===== src/rtl/menu_controller.sv =====
// ---------------------------------------------------------------------------
// menu_controller
//   Main-menu controller for the fighting game. Draws NUM_ITEMS stacked
//   boxes, moves a wrapping cursor with the up/down keys, blinks the
//   highlighted entry, runs a pre-game countdown after select and fires a
//   one-cycle start_game pulse into the game core. The controller returns to
//   the menu when the game core raises return_menu.
//
// Ports
//   clk               system / pixel clock
//   reset             asynchronous, active-high reset
//   video_on          visible-area flag from the VGA timing generator
//   x, y              current pixel coordinates (10 bit)
//   key_up/down/select/back  debounced active-high key levels
//   return_menu       level from game core requesting the menu
//   vga_r/g/b         registered RGB332 colour (3/3/2 bit)
//   sel_index         current cursor position
//   countdown_digit   remaining seconds, 0 outside the countdown
//   in_menu_state     high while in MENU or COUNTDOWN
//   start_game        one-cycle pulse on entry to RUN
// ---------------------------------------------------------------------------
module menu_controller #(
    parameter int unsigned NUM_ITEMS      = 4,
    parameter int unsigned MENU_LEFT      = 200,
    parameter int unsigned MENU_TOP       = 120,
    parameter int unsigned ITEM_W         = 240,
    parameter int unsigned ITEM_H         = 40,
    parameter int unsigned ITEM_GAP       = 16,
    parameter int unsigned BLINK_DIV      = 12_500_000,
    parameter int unsigned TICKS_PER_SEC  = 25_000_000,
    parameter int unsigned COUNTDOWN_SECS = 3,
    localparam int IDX_W = (NUM_ITEMS <= 2) ? 1 : $clog2(NUM_ITEMS)
) (
    input  logic             clk,
    input  logic             reset,
    input  logic             video_on,
    input  logic [9:0]       x,
    input  logic [9:0]       y,
    input  logic             key_up,
    input  logic             key_down,
    input  logic             key_select,
    input  logic             key_back,
    input  logic             return_menu,
    output logic [2:0]       vga_r,
    output logic [2:0]       vga_g,
    output logic [1:0]       vga_b,
    output logic [IDX_W-1:0] sel_index,
    output logic [3:0]       countdown_digit,
    output logic             in_menu_state,
    output logic             start_game
);

    localparam int BLINK_W = (BLINK_DIV <= 2) ? 1 : $clog2(BLINK_DIV);
    localparam int TICK_W  = (TICKS_PER_SEC <= 2) ? 1 : $clog2(TICKS_PER_SEC);

    localparam logic [7:0] C_BLACK  = 8'h00;
    localparam logic [7:0] C_WHITE  = 8'hFF;
    localparam logic [7:0] C_YELLOW = 8'hFC;
    localparam logic [7:0] C_GREEN  = 8'h1C;
    localparam logic [7:0] C_GREY   = 8'h92;
    localparam logic [7:0] C_BG     = 8'h03;

    typedef enum logic [1:0] {
        S_MENU,
        S_COUNTDOWN,
        S_RUN
    } state_t;

    state_t             r_state;
    state_t             w_state_next;

    logic               r_up_prev;
    logic               r_down_prev;
    logic               r_select_prev;
    logic               r_back_prev;

    logic [IDX_W-1:0]   r_sel;
    logic [BLINK_W-1:0] r_blink_cnt;
    logic               r_blink_phase;
    logic [TICK_W-1:0]  r_tick;
    logic [3:0]         r_digit;
    logic               r_start;
    logic [7:0]         r_rgb;

    logic               w_up_edge;
    logic               w_down_edge;
    logic               w_select_edge;
    logic               w_back_edge;
    logic               w_move;
    logic               w_tick_tc;
    logic               w_blink_tc;
    logic               w_in_box;
    logic               w_in_sel;
    logic               w_x_in;
    logic [31:0]        w_x32;
    logic [31:0]        w_y32;
    logic [7:0]         w_rgb_next;

    // Key edges; history registers reset high so a key held through reset
    // release does not register as a press.
    assign w_up_edge     = key_up     & ~r_up_prev;
    assign w_down_edge   = key_down   & ~r_down_prev;
    assign w_select_edge = key_select & ~r_select_prev;
    assign w_back_edge   = key_back   & ~r_back_prev;

    // Select wins over navigation; opposing up/down edges cancel.
    assign w_move = (r_state == S_MENU) && !w_select_edge && (w_up_edge ^ w_down_edge);

    assign w_tick_tc  = (r_tick == TICK_W'(TICKS_PER_SEC - 1));
    assign w_blink_tc = (r_blink_cnt == BLINK_W'(BLINK_DIV - 1));

    // ------------------------------------------------------------------
    // FSM: state register
    // ------------------------------------------------------------------
    always_ff @(posedge clk or posedge reset) begin
        if (reset) begin
            r_state <= S_MENU;
        end else begin
            r_state <= w_state_next;
        end
    end

    // ------------------------------------------------------------------
    // FSM: next-state logic
    // ------------------------------------------------------------------
    always_comb begin
        w_state_next = r_state;
        case (r_state)
            S_MENU: begin
                if (w_select_edge) begin
                    w_state_next = S_COUNTDOWN;
                end
            end
            S_COUNTDOWN: begin
                // Abort takes priority over a same-cycle terminal count.
                if (w_back_edge) begin
                    w_state_next = S_MENU;
                end else if (w_tick_tc && (r_digit == 4'd1)) begin
                    w_state_next = S_RUN;
                end
            end
            S_RUN: begin
                if (return_menu) begin
                    w_state_next = S_MENU;
                end
            end
            default: w_state_next = S_MENU;
        endcase
    end

    // ------------------------------------------------------------------
    // FSM: state-decoded outputs
    // ------------------------------------------------------------------
    always_comb begin
        in_menu_state = 1'b1;
        if (r_state == S_RUN) begin
            in_menu_state = 1'b0;
        end
    end

    // ------------------------------------------------------------------
    // Datapath: key history, cursor, blink, countdown, start pulse
    // ------------------------------------------------------------------
    always_ff @(posedge clk or posedge reset) begin
        if (reset) begin
            r_up_prev     <= 1'b1;
            r_down_prev   <= 1'b1;
            r_select_prev <= 1'b1;
            r_back_prev   <= 1'b1;
            r_sel         <= '0;
            r_blink_cnt   <= '0;
            r_blink_phase <= 1'b1;
            r_tick        <= '0;
            r_digit       <= '0;
            r_start       <= 1'b0;
        end else begin
            r_up_prev     <= key_up;
            r_down_prev   <= key_down;
            r_select_prev <= key_select;
            r_back_prev   <= key_back;

            if (w_move) begin
                if (w_up_edge) begin
                    r_sel <= (r_sel == '0) ? IDX_W'(NUM_ITEMS - 1) : r_sel - 1'b1;
                end else begin
                    r_sel <= (r_sel == IDX_W'(NUM_ITEMS - 1)) ? '0 : r_sel + 1'b1;
                end
            end

            // A move restarts the blink so the new highlight is visible at once.
            if (r_state == S_MENU) begin
                if (w_move) begin
                    r_blink_cnt   <= '0;
                    r_blink_phase <= 1'b1;
                end else if (w_blink_tc) begin
                    r_blink_cnt   <= '0;
                    r_blink_phase <= ~r_blink_phase;
                end else begin
                    r_blink_cnt   <= r_blink_cnt + 1'b1;
                end
            end else if ((r_state == S_RUN) && return_menu) begin
                r_blink_cnt   <= '0;
                r_blink_phase <= 1'b1;
            end

            case (r_state)
                S_MENU: begin
                    if (w_select_edge) begin
                        r_digit <= 4'(COUNTDOWN_SECS);
                        r_tick  <= '0;
                    end
                end
                S_COUNTDOWN: begin
                    if (w_back_edge) begin
                        r_digit <= '0;
                        r_tick  <= '0;
                    end else if (w_tick_tc) begin
                        r_tick  <= '0;
                        r_digit <= r_digit - 4'd1;
                    end else begin
                        r_tick  <= r_tick + 1'b1;
                    end
                end
                default: begin
                    r_digit <= '0;
                end
            endcase

            r_start <= (r_state == S_COUNTDOWN) && (w_state_next == S_RUN);
        end
    end

    // ------------------------------------------------------------------
    // Rendering: box hit test at 32-bit width so bounds near 1023 are safe
    // ------------------------------------------------------------------
    assign w_x32  = {22'd0, x};
    assign w_y32  = {22'd0, y};
    assign w_x_in = (w_x32 >= MENU_LEFT) && (w_x32 < MENU_LEFT + ITEM_W);

    always_comb begin
        w_in_box = 1'b0;
        w_in_sel = 1'b0;
        for (int unsigned i = 0; i < NUM_ITEMS; i++) begin
            if (w_x_in &&
                (w_y32 >= MENU_TOP + i * (ITEM_H + ITEM_GAP)) &&
                (w_y32 <  MENU_TOP + i * (ITEM_H + ITEM_GAP) + ITEM_H)) begin
                w_in_box = 1'b1;
                if (IDX_W'(i) == r_sel) begin
                    w_in_sel = 1'b1;
                end
            end
        end
    end

    always_comb begin
        w_rgb_next = C_BG;
        if (!video_on || (r_state == S_RUN)) begin
            w_rgb_next = C_BLACK;
        end else if (w_in_sel) begin
            if (r_state == S_COUNTDOWN) begin
                w_rgb_next = C_GREEN;
            end else begin
                w_rgb_next = r_blink_phase ? C_WHITE : C_YELLOW;
            end
        end else if (w_in_box) begin
            w_rgb_next = C_GREY;
        end
    end

    always_ff @(posedge clk or posedge reset) begin
        if (reset) begin
            r_rgb <= '0;
        end else begin
            r_rgb <= w_rgb_next;
        end
    end

    assign vga_r           = r_rgb[7:5];
    assign vga_g           = r_rgb[4:2];
    assign vga_b           = r_rgb[1:0];
    assign sel_index       = r_sel;
    assign countdown_digit = r_digit;
    assign start_game      = r_start;

endmodule


===== config.mk =====
export PLATFORM = sky130hd
export DESIGN_NAME = menu_controller
export DESIGN_NICKNAME = d
export VERILOG_FILES = /design/src/rtl/menu_controller.sv
export SDC_FILE = /design/constraint.sdc
export NUM_CORES = 1
export LEC_CHECK = 0
export ABC_AREA = 1
export CELL_PAD_IN_SITES_DETAIL_PLACEMENT = 2
export CELL_PAD_IN_SITES_GLOBAL_PLACEMENT = 2
export CORE_MARGIN = 3
export CORE_UTILIZATION = 33
export DETAILED_ROUTE_END_ITERATION = 16
export MAX_ROUTING_LAYER = met4
export PLACE_DENSITY_LB_ADDON = 0.1
export SYNTH_ARGS = -nofsm -noshare
export SYNTH_HDL_FRONTEND = slang
export SYNTH_SLANG_ARGS = --single-unit
export TNS_END_PERCENT = 30

===== constraint.sdc =====
create_clock -name clk -period 2.9 [get_ports clk]
set_input_delay 0.58 -clock clk [delete_from_list [all_inputs] [get_ports clk]]
set_output_delay 0.58 -clock clk [all_outputs]
set_load 0.02 [all_outputs]

==> metrics.yaml, run 1 <==
status:
  status: "complete, no violations"
layout:
  diodes: 0
  drive_above_1_share: 0.1106
  num-nets-final: 691
  area.growth.synth_to_final_pct: 19.96
clock_tree:
  clock_sinks: 69
  worstSkewPairLatency_ps: 340
  cts-resized-gates: 0
  cts_hold_buf: 0
  postCtsSetupRepairBufs: 0
  tritoncts: "yes"
  clk_pin_slew_ps: 60
  htreeDepth: 3
  cts_root_buf: "clkbuf_16"
  cts_buffers: 9
  cts_buffer_depth: 2
timing:
  tns_ps: 0
  setup_viol_count_final: 0
  skew_ps: 4.977
  maxSlewViolCount: 0
  fin_crit_sh: 0.7718
  worst_hold_slack_ps: 504.3
  maxSlewHeadroom: 0.6535
  fmax_mhz: 446.8
  worstMarginPinSlew_ps: 519.0
  rsz0062_at_grt: "no"
  period_needed_ps: 2238
  final_hold_viol_count: 0
min_path:
  worst_hold_path_type: "reg2reg"
  hold_path_depth: 2
die:
  die_y_um: 121.6
  start_util: 0.3436
  io_pins: 44
  coreArea_um2: 12820
  die_w_um: 121.6
  rows: 41
  dieArea_um2: 14780
global_route:
  grt_max_degree: 36
  grt_pass1_wl_mm: 23.16
  grt_pass1_vias: 4577
  grt_overflow_total: 0
  antenna_found_initial: 0
  grtUsageTotal: 0.2036
placement:
  hpwl_mm: 10.41
  place_congestion: 0.8101
  port_buffers: 37
yosys:
  synth_area_um2: 4407
  avgSynthCellArea_um2: 7.248
  synth_seq_cells: 69
  synthCells: 608
  ys_types: 37
  synth_top_cell_by_area: "dfrtp_1"
  postSynth.asyncResetShare: 1.000
  ys_warn_count: 0
  synth_fp_nets: 644
  yosysSeqAreaShare: 0.3932
  synth_ff_type: "dfrtp_1"
  yosys-top-cells-area: "dfrtp_1 36%, nand2_1 13%, inv_1 7.7%"
  synth_edf_count: 0
  synth_top_area_share: 0.3634
setup_path:
  crit_chain: "nand2_1, clkdlybuf4s50_1"
  critPathRequiredTime_ps: 2320
  cp_data_arrival_time_ps: 1660
  path_max_fanout: 7
  cpMaxStageDelayCell: "clkdlybuf4s50_1"
  reg2reg_depth: 12
  end_kind: "primary output"
  slowest_delay_ps: 620
  r2r_slack_ps: 780
  cp-start-kind: "register"
  path_class: "reg2out"
power:
  power.leakage_nw: 2.467
  max-vdd-ir-drop_mv: 0.3989
  powerDensity_nw_per_um2: 588.4
routing:
  vias: 4176
  firstDrtPassIters: 4
  drtIter0Drc: 179
  remaining_drc_errors: 0
  vias_per_cell: 5.019
  routedWlPerCell_um: 16.37
  antenna_left: 0
  finalWirelength_mm: 13.62
job:
  max-cap-violations: 0
-- cells by family after synthesis --
| family | after synthesis | share of synthesized area |
|---|---|---|
| and+or+nand+nor | 351 | 0.3808 |
| adders and majority gates | 8 | 0.02272 |
| AOI/OAI and AO/OA | 51 | 0.06360 |
| xor gates and xnor gates | 20 | 0.03975 |
| buffers and inverters | 109 | 0.09994 |
| DFF | 69 | 0.3932 |
-- placed cells by master (no fill, tap or decap), types with 6 or more instances in the layout --
| master | synthesis | routed |
|---|---|---|
| nand2_2 | 7 | 7 |
| ha_1 | 8 | 8 |
| nor2_4 | 9 | 9 |
| o21ai_0 | 28 | 28 |
| xor2_1 | 16 | 16 |
| a21oi_1 | 7 | 7 |
| o22ai_1 | 7 | 7 |
| nor3_1 | 19 | 19 |
| nand2_1 | 149 | 149 |
| buf_4 | 2 | 6 |
| nor2_1 | 78 | 78 |
| dfrtp_1 | 64 | 64 |
| clkbuf_16 | 0 | 9 |
| nor2_2 | 6 | 6 |
| inv_2 | 9 | 10 |
| clkdlybuf4s50_1 | 0 | 37 |
| nand4_1 | 22 | 22 |
| nor4_1 | 7 | 7 |
| nand3_1 | 37 | 37 |
| inv_1 | 90 | 89 |
-- state kept, by name, summed over array words and instances, names as in the netlist --
name             flops
sel_index            2
r_tick              25
r_select_prev        1
r_rgb                6
r_down_prev          1
r_blink_cnt         24
start_game           1
r_state              2
r_blink_phase        1
r_back_prev          1
r_up_prev            1
countdown_digit      4
-- cells in the mapped netlist (2+ instances only) --
cell     count
nand2_1    149
inv_1       90
nor2_1      78
dfrtp_1     64
nand3_1     37
o21ai_0     28
nand4_1     22
nor3_1      19
xor2_1      16
inv_2        9
nor2_4       9
ha_1         8
a21oi_1      7
nand2_2      7
nor4_1       7
o22ai_1      7
nor2_2       6
dfstp_2      5
nor3_2       5
xnor2_1      4
buf_2        3
nand3_2      3
nor3b_1      3
o21ai_1      3
buf_4        2
buf_6        2
inv_4        2
nor3_4       2
o21a_1       2
o31ai_1      2
-- final timing paths --
| path | endpoint | from |
|---|---|---|
| worst max-delay path | in_menu_state | r_state[1] |
| worst min-delay path | r_blink_phase | r_blink_phase |
| worst max register to register | r_blink_cnt[20] | r_blink_cnt[0] |
| worst min register to register | r_blink_phase | r_blink_phase |
| max in group asynchronous | r_up_prev | reset |
| min in group asynchronous | r_blink_cnt[6] | reset |
-- final cells by class --
cell class	instances	area [µm²]
clock buffers	11	232.7
repair buffers	44	435.4
multi-input cells	430	2233
fillers	1550	7538
flip-flops and latches	69	1733
well taps	172	215.2
inverters	101	384.1
clock inverters	5	52.55
-- metal layers --
metal | wire length [µm] | vias to the layer above | global-route usage
li1 | - | 2031 | -
met1 | 6342 | 2088 | 0.2616
met2 | 6826 | 44 | 0.3364
met3 | 291 | 13 | 0.02507
met4 | 158 | 0 | 0.06513
met5 | 0 | - | -
-- report_power, final --
part           internal (mW)  leakage [nW]  switching (mW)
clock network          0.662         0.139           0.434
registers               1.08         0.922           0.127
logic                  0.303          1.41           0.500
total                   2.05          2.47            1.06
-- worst max-delay path, delay by kind of cell, from the launching register on --
kind | cells | cell delay (ps)
and+or+nand+nor | 1 | 180
DFF | 1 | 520
buffers and inverters | 1 | 620
-- through the flow --
| step | power, mW | area [µm²] | cells | util | setup slack (ps) |
|---|---|---|---|---|---|
| floorplan | 1.715 | 4407 | 608 | - | 588.4 |
| global placement | 1.988 | 5001 | 816 | 0.3900 | 332.7 |
| detailed placement | 2.029 | 5001 | 816 | 0.3900 | 239.6 |
| CTS | 3.169 | 5286 | 832 | 0.4122 | 589.6 |
| global route | 3.327 | 5286 | 832 | 0.4122 | 450.1 |
| finish | 3.111 | 5286 | 832 | 0.4122 | 661.6 |
No activity file was read; power rests on OpenSTA's default activity.
==> run 2: changes to the inputs <==
--- a/config.mk
+++ b/config.mk
@@ -9,7 +9,7 @@
 export CELL_PAD_IN_SITES_DETAIL_PLACEMENT = 2
 export CELL_PAD_IN_SITES_GLOBAL_PLACEMENT = 2
 export CORE_MARGIN = 3
-export CORE_UTILIZATION = 33
+export CORE_UTILIZATION = 30
 export DETAILED_ROUTE_END_ITERATION = 16
 export MAX_ROUTING_LAYER = met4
 export PLACE_DENSITY_LB_ADDON = 0.1
==> constraint.sdc (replaced) <==
create_clock -name clk -period 1.91 [get_ports clk]
set_input_delay 0.382 -clock clk [delete_from_list [all_inputs] [get_ports clk]]
set_output_delay 0.382 -clock clk [all_outputs]
set_load 0.02 [all_outputs]
==> metrics.yaml, run 2 (same netlist as run 1, synthesis figures left out) <==
layout:
  area.growth.synth_to_final_pct: 30.01  # was 19.96%
  largest_reg_flops: 25  # unchanged
  drive_above_1_share: 0.1977  # was 0.1106
  finalNonFillerCells: 878  # was 832
  top_register: "r_tick"  # unchanged
  reg.largest.list: "r_tick x25, r_blink_cnt x24, r_rgb x6"  # unchanged
  fin_area_um2: 5729  # was 5286 µm²
  mostFrequentLayoutCells: "145 x nand2_1, 88 x inv_1, 69 x nor2_1"  # was 149 x nand2_1, 89 x inv_1, 78 x nor2_1
  mostFrequentLayoutCell: "nand2_1"  # unchanged
  num-nets-final: 729  # was 691
  diodes: 0  # unchanged
  nFillCells: 1681  # was 1550
  utilization: 0.4049  # was 0.4122
clock_tree:
  cts_buffer_depth: 2  # unchanged
  htreeDepth: 3  # unchanged
  cts_root_buf: "clkbuf_16"  # unchanged
  worstSkewPairLatency_ps: 340  # about the same
  cts_hold_buf: 0  # unchanged
  tritoncts: "yes"  # unchanged
  cts_buffers: 9  # unchanged
  clock_sinks: 69  # unchanged
  clk_pin_slew_ps: 60  # about the same
routing:
  finalWirelength_mm: 14.89  # was 13.62 mm
  remaining_drc_errors: 0  # unchanged
  vias_per_cell: 4.944  # was 5.019
  firstDrtPassIters: 4  # unchanged
  routedWlPerCell_um: 16.95  # was 16.37 µm
  vias: 4341  # was 4176
  antenna_left: 0  # unchanged
  drtIter0Drc: 149  # was 179
setup_path:
  end_kind: "register"  # was primary output
  path_class: "reg2reg"  # was reg2out
  critPathRequiredTime_ps: 2130  # was 2320 ps
  cp_data_arrival_time_ps: 2070  # was 1660 ps
  path_max_fanout: 7  # unchanged
  cp-start-kind: "register"  # unchanged
timing:
  maxSlewHeadroom: 0.6969  # was 0.6535
  tns_ps: 0  # unchanged
  worstMarginPinSlew_ps: 452.9  # was 519.0 ps
  setup_viol_count_final: 0  # unchanged
  skew_ps: 7.866  # was 4.977 ps
  final_hold_viol_count: 0  # unchanged
  setup_slack_ps: 63.90  # was 661.6 ps
  fmax_mhz: 541.7
  fin_crit_sh: 0.9665
  rsz0062_at_grt: "yes"  # was no
  worst_hold_slack_ps: 472.5  # was 504.3 ps
  period_needed_ps: 1846
  maxSlewViolCount: 0  # unchanged
global_route:
  grt_max_degree: 70  # was 36
  grt_overflow_total: 0  # unchanged
  grt_pass1_vias: 5001  # was 4577
  grt_pass1_wl_mm: 25.07  # was 23.16 mm
  grtUsageTotal: 0.1976  # was 0.2036
  antenna_found_initial: 0  # unchanged
die:
  coreArea_um2: 14150  # was 12820 µm²
  rows: 43  # was 41
  die_y_um: 127.2  # was 121.6 µm
  dieArea_um2: 16180  # was 14780 µm²
  io_pins: 44  # unchanged
  start_util: 0.3114  # was 0.3436
  die_w_um: 127.2  # was 121.6 µm
placement:
  placed_area_um2: 5295  # was 5001 µm²
  port_buffers: 37  # unchanged
  place_congestion: 0.8212  # was 0.8101
  dpl.cell_count: 858  # was 816
  dp_slack_ps: -228.6  # was 239.6 ps
  hpwl_mm: 11.28  # was 10.41 mm
power:
  max-vdd-ir-drop_mv: 0.4749  # was 0.3989 mV
  powerDensity_nw_per_um2: 885.6  # was 588.4 nW/µm²
  power.leakage_nw: 2.680  # was 2.467 nW
  power_mw: 5.074  # was 3.111 mW
job:
  max-cap-violations: 0  # unchanged
min_path:
  worst_hold_path_type: "in2reg"  # was reg2reg
status:
  status: "complete, no violations"  # unchanged
run 2: cell count changes in the layout (fill, tap and decap cells not counted), sizes merged:
cell           change
buf               +38
clkinv             +2
clkbuf             -1
clkdlybuf4s50      -1
dlygate4sd2        +1
inv                -1
run 2: area by class of cell:
type | count | area [µm²] | area share
Clock buffer | 10 | 239.0 | 0.04171
Inverter | 101 | 387.9 | 0.06770
Clock inverter | 6 | 62.56 | 0.01092
Multi-Input combinational cell | 430 | 2327 | 0.4062
Sequential cell | 69 | 1739 | 0.3036
Timing Repair Buffer | 82 | 748.2 | 0.1306
Tap cell | 180 | 225.2 | 0.03931
run 2: worst max-delay path, stage by stage, from the launching register on:
cell and delay, ps:
dfrtp_1 390, ha_2 210, nand2_2 80, nor2_4 160, nand4_1 220, o21ai_2 240, nand2_2 90, buf_4 180
o21ai_0 90, nor2_1 60
run 2: worst paths after layout:
path / end / cells after the start / slack [ps] / startpoint
max: r_tick[11] / 9 / 60 / r_tick[1]
max reg2reg: r_tick[11] / 9 / 60 / r_tick[1]
max in group asynchronous: r_select_prev / 3 / 1050 / reset
min: r_down_prev / 1 / 470 / key_down
min in group asynchronous: r_blink_cnt[7] / 3 / 500 / reset
min reg2reg: r_blink_cnt[23] / 2 / 520 / r_blink_cnt[23]
run 2: power by group:
group          internal [mW]  switching [mW]  leakage (nW)  total (mW)
sequential              1.65           0.198         0.915        1.84
combinational          0.621           0.861          1.61        1.48
clock                   1.05           0.703         0.152        1.75
total                   3.31            1.76          2.68        5.07
run 2: repair_timing:
action / in CTS / in global routing
buffers inserted: 0 / 4
setup endpoints to repair: 5 / 39
pin swaps: 0 / 6
gates resized for setup: 5 / 28
run 2: layer usage:
layer  GRT usage  wire length, µm  up-vias
met3     0.02383              235       14
li1            -                -     2101
met4     0.05237              158        0
met5           -                0        -
met2      0.3425             7464       43
met1      0.2450             7028     2183
